$ cat src/rtl/register_file.sv
// Architectural register file x0-x31 with per-register ROB producer tags.
// Takes commits from the reorder buffer and renames from the instruction unit,
// and resolves both source operands in the same cycle they are presented.
module register_file #(
  parameter int ROB_WIDTH = 4
) (
  input  logic                 clockIn,
  input  logic                 resetIn,
  input  logic                 clear,
  input  logic                 regUpdateValid,
  input  logic [4:0]           regUpdateDest,
  input  logic [31:0]          regValue,
  input  logic [ROB_WIDTH-1:0] regUpdateRobId,
  input  logic                 renameValid,
  input  logic [4:0]           renameDest,
  input  logic [ROB_WIDTH-1:0] renameRobId,
  input  logic [4:0]           rs1,
  input  logic [4:0]           rs2,
  output logic [ROB_WIDTH-1:0] rs1Dep,
  output logic [ROB_WIDTH-1:0] rs2Dep,
  input  logic                 robRs1Ready,
  input  logic [31:0]          robRs1Value,
  input  logic                 robRs2Ready,
  input  logic [31:0]          robRs2Value,
  output logic                 rs1Ready,
  output logic [31:0]          rs1Value,
  output logic [ROB_WIDTH-1:0] rs1Tag,
  output logic                 rs2Ready,
  output logic [31:0]          rs2Value,
  output logic [ROB_WIDTH-1:0] rs2Tag
);

  logic [31:0]          value_q [32];
  logic [31:0]          value_d [32];
  logic [31:0]          busy_q;
  logic [31:0]          busy_d;
  logic [ROB_WIDTH-1:0] dep_q   [32];
  logic [ROB_WIDTH-1:0] dep_d   [32];

  logic commit_en;
  logic rename_en;

  // x0 is never written, so its value/busy/dep stay at their reset zeros.
  assign commit_en = regUpdateValid && (regUpdateDest != 5'd0);
  assign rename_en = renameValid && (renameDest != 5'd0) && !clear;

  // Next state: commit first, then flush, then rename (rename overrides commit).
  always_comb begin
    value_d = value_q;
    busy_d  = busy_q;
    dep_d   = dep_q;
    if (commit_en) begin
      value_d[regUpdateDest] = regValue;
      // Only the youngest producer may release the register; stale commits keep it busy.
      if (dep_q[regUpdateDest] == regUpdateRobId) begin
        busy_d[regUpdateDest] = 1'b0;
      end
    end
    if (clear) begin
      busy_d = '0;
    end
    if (rename_en) begin
      busy_d[renameDest] = 1'b1;
      dep_d[renameDest]  = renameRobId;
    end
  end

  // State registers with asynchronous reset that discards every pending tag.
  always_ff @(posedge clockIn or posedge resetIn) begin
    if (resetIn) begin
      value_q <= '{default: '0};
      busy_q  <= '0;
      dep_q   <= '{default: '0};
    end else begin
      value_q <= value_d;
      busy_q  <= busy_d;
      dep_q   <= dep_d;
    end
  end

  // Operand 1 resolution: x0, commit bypass, architectural value, else ROB.
  always_comb begin
    rs1Dep   = dep_q[rs1];
    rs1Ready = 1'b1;
    rs1Value = '0;
    rs1Tag   = '0;
    if (rs1 != 5'd0) begin
      if (regUpdateValid && (regUpdateDest == rs1) &&
          (!busy_q[rs1] || (dep_q[rs1] == regUpdateRobId))) begin
        rs1Value = regValue;
      end else if (!busy_q[rs1]) begin
        rs1Value = value_q[rs1];
      end else begin
        rs1Tag   = dep_q[rs1];
        rs1Ready = robRs1Ready;
        rs1Value = robRs1Value;
      end
    end
  end

  // Operand 2 resolution, identical priority to operand 1.
  always_comb begin
    rs2Dep   = dep_q[rs2];
    rs2Ready = 1'b1;
    rs2Value = '0;
    rs2Tag   = '0;
    if (rs2 != 5'd0) begin
      if (regUpdateValid && (regUpdateDest == rs2) &&
          (!busy_q[rs2] || (dep_q[rs2] == regUpdateRobId))) begin
        rs2Value = regValue;
      end else if (!busy_q[rs2]) begin
        rs2Value = value_q[rs2];
      end else begin
        rs2Tag   = dep_q[rs2];
        rs2Ready = robRs2Ready;
        rs2Value = robRs2Value;
      end
    end
  end

endmodule

$ cat config.mk
export PLATFORM = sky130hd
export DESIGN_NAME = register_file
export DESIGN_NICKNAME = d
export VERILOG_FILES = /design/src/rtl/register_file.sv
export SDC_FILE = /design/constraint.sdc
export NUM_CORES = 2
export LEC_CHECK = 0
export CORE_ASPECT_RATIO = 0.5
export CORE_UTILIZATION = 63
export DETAILED_ROUTE_END_ITERATION = 7
export GPL_TIMING_DRIVEN = 0
export MAX_ROUTING_LAYER = met4
export PLACE_DENSITY = 0.89
export SLEW_MARGIN = 20
export SYNTH_ARGS = -nofsm -noshare
export SYNTH_HDL_FRONTEND = slang
export SYNTH_SLANG_ARGS = --single-unit
$ cat constraint.sdc
create_clock -name clockIn -period 47.4 [get_ports clockIn]
set_input_delay 9.48 -clock clockIn [delete_from_list [all_inputs] [get_ports clockIn]]
set_output_delay 9.48 -clock clockIn [all_outputs]
set_load 0.02 [all_outputs]
==> summary.txt <==
outcome -> finished with violations
failing checks -> DRC
Worst Setup End Kind -> output pin
Reg clk slew, reported paths -> 0.06 ns
Total Routing Usage GR -> 0.589
ANT nets after route -> 0
min cycle time layout -> 25.61 ns
effective utilization at floorplan -> 0.643
Setup Skew -> 0.0302 ns
syn_nets -> 4970
final critical-path share of the clock period -> 0.540
Fin Hold WS -> 0.484 ns
Clock Tree Buf Depth -> 3
top cell type's share of synthesized area -> 0.444
source of the worst hold timing path -> value_q[993]
final hold viol count -> 0
CTS tree -> done
most common cell in the netlist -> dfrtp_1
Area growth syn-to-layout -> 12.5%
Final WS setup -> 21.79 ns
crit-path max FO -> 13
final HPWL from detailed placement -> 222 mm
Via-to-Cell Ratio -> 8.24
global-route wire length before repair -> 417 mm
utilization after layout -> 0.724
Residual DRC -> 1
Post-synth EDFFs -> 0
row cnt -> 83
worst hold-check path type -> reg2reg
critical path launch point type -> input port
CTS Buf Count -> 108
Int Power -> 2.11 mW
DR vias -> 55200
clock power share -> 0.325
antenna violations before repair -> 21
most frequent cells after synthesis -> 1184 x dfrtp_1, 1112 x mux2_2, 501 x mux4_2
register area share after synthesis -> 0.444
Slew Viols, Final -> 0
Max Fclk -> 39.1 MHz
final WL -> 307 mm
sw power -> 0.970 mW
FF/Latch Area -> 29600 um2
Detailed Routing Iterations Pass 1 -> 8
Port Buffers -> 203
setup TNS -> 0 ns
peak supply drop -> 0.0000386 V
Clock Latency Late Sink -> 0.78 ns
R2R setup slack -> 43.77 ns
Final Non-Filler Cells -> 6706
Vert. Die Dim -> 232 um
Avg Inst Size Synth -> 13.8 um2
Power Density -> 41.0 nW/um2
Reg power frac -> 0.435
Async S/R FF share, synth -> 1.00
Power Total -> 3.08 mW
cells after synthesis -> 4839
Hold-fix buffers, CTS -> 0
placed cells -> 6465
io pins -> 213
pre-CTS setup slack -> 22.49 ns
CTS HTree Levels -> 3
GRT overflow -> 0
TritonCTS Sinks -> 1184
mapped cell area -> 66800 um2
CTS Root Cell -> clkbuf_16
Synth Register Bits -> 1184
Register-to-Register Path Depth -> 8
P_leak -> 32.3 nW
Yosys Warn Count -> 0
Detailed Route Iter0 Violations -> 10600
share of layout cells above drive strength 1 -> 0.405
Worst EP arrival -> 16.13 ns
area of the multi-input gates -> 34400 um2
vias in the first global route -> 54300
Core ar. -> 104000 um2
Setup Buffers After CTS -> 0
full die area -> 107000 um2
post-CTS sizing -> 0
Critical Path RT -> 37.92 ns
# setup viols final -> 0
routability cong. -> 1.08
FF-to-FF End -> busy_q[15]
design area -> 75100 um2
max cap viols -> 0
Hold Crit Depth -> 1
number of library cell types mapped by synthesis -> 69
WHS Endpoint -> value_q[993]
worst slew pin tran -> 1.41 ns
largest net degree at the start of global routing -> 113
WL per Instance -> 45.7 um
Synth area leaders -> dfrtp_1 44%, mux2_2 19%, mux4_2 17%, mux2i_1 4.2%, clkbuf_1 2.1%
Most used DFF post-synth -> dfrtp_1
Post-DP Area -> 71100 um2
relative slew slack -> 0.0603
unrepaired setup endpoints after global routing -> false
Comb pwr share -> 0.240
nets -> 5306
Critical Setup Path Class -> in2out
Fillers -> 6729
RR Startpoint -> dep_q[115]
Switching Share -> 0.315
Die X -> 462 um
Synth area leader -> dfrtp_1
## metal layers
layer,vias to the layer above,GRT usage,part of all wire
li1,19600,-,-
met1,28000,0.670,0.33
met2,5910,0.744,0.39
met3,1752,0.344,0.18
met4,0,0.470,0.10
met5,-,-,0
## power by group through the flow
stage	Clock, mW	Sequential (mW)	Combinational [mW]
CTS	0.984	1.33	0.707
finish	1.00	1.34	0.741
floorplan	0	1.30	0.486
global placement	0	1.33	0.677
global route	1.03	1.35	0.751
detailed placement	0	1.34	0.701
## logic make-up (layout without fill, tap and decap cells)
| kind of cell | Yosys count | count (layout) | synth area share |
|---|---|---|---|
| DFF | 1184 | 1184 | 0.444 |
| and+or+nand+nor | 442 | 442 | 0.0330 |
| muxes | 1898 | 1898 | 0.399 |
| xor gates and xnor gates | 19 | 19 | 0.00249 |
| AOI/OAI and AO/OA | 721 | 721 | 0.0800 |
| other | 0 | 36 | 0 |
| buffers and inverters | 575 | 1004 | 0.0412 |
## critical path, cell delays in order
cell and delay, ns:
clkdlybuf4s50_1 0.65, buf_2 0.35, buf_1 0.89, nand2_1 1.05
a21oi_1 0.63, or3_1 0.31, clkbuf_1 0.53, clkbuf_1 0.64
o22ai_1 0.50, a21o_1 0.30, a211oi_2 0.14, clkdlybuf4s50_1 0.64
## how the worst max path moves through the flow
| stage | from | cells after the start | end |
|---|---|---|---|
| 2_1_floorplan | resetIn | 1 | busy_q[0] |
| 3_3_place_gp | resetIn | 2 | value_q[399] |
| 3_5_place_dp | rs2[1] | 15 | rs2Value[10] |
| 4_1_cts | rs2[1] | 15 | rs2Value[10] |
| 5_1_grt | rs1[3] | 12 | rs1Value[0] |
| 6_report | rs1[3] | 12 | rs1Value[0] |
## cells in the final DEF, fill, tap and decap left out, types with 51 or more instances in the layout
master           netlist  routed
a221oi_1              89      89
mux2_2              1112    1112
clkdlybuf4s50_1        0     203
o21ai_0               92      91
mux4_2               501     501
o22ai_1              132     132
nor2_1               127     127
a21oi_1               57      57
o211ai_1             116     116
nand2_1              106     106
clkbuf_1             367     327
mux2i_1              281     281
dfrtp_1             1184    1184
clkbuf_16              0     108
clkbuf_2               0      51
buf_2                 94      96
## state kept, by name, summed over array words and instances (netlist names)
| name | count |
|---|---|
| busy_q | 32 |
| value_q | 1024 |
| dep_q | 128 |
## layout make-up
type,instances,share of cell area
multi-input cells,3080,0.459
flip-flops and latches,1184,0.394
clock buffers,139,0.0402
plain buffers,555,0.0365
repair buffers,226,0.0327
well taps,1402,0.0234
clock inverters,64,0.0119
diodes,36,0.00120
inverters,20,0.00110
No activity file was read; power rests on OpenSTA's default activity.
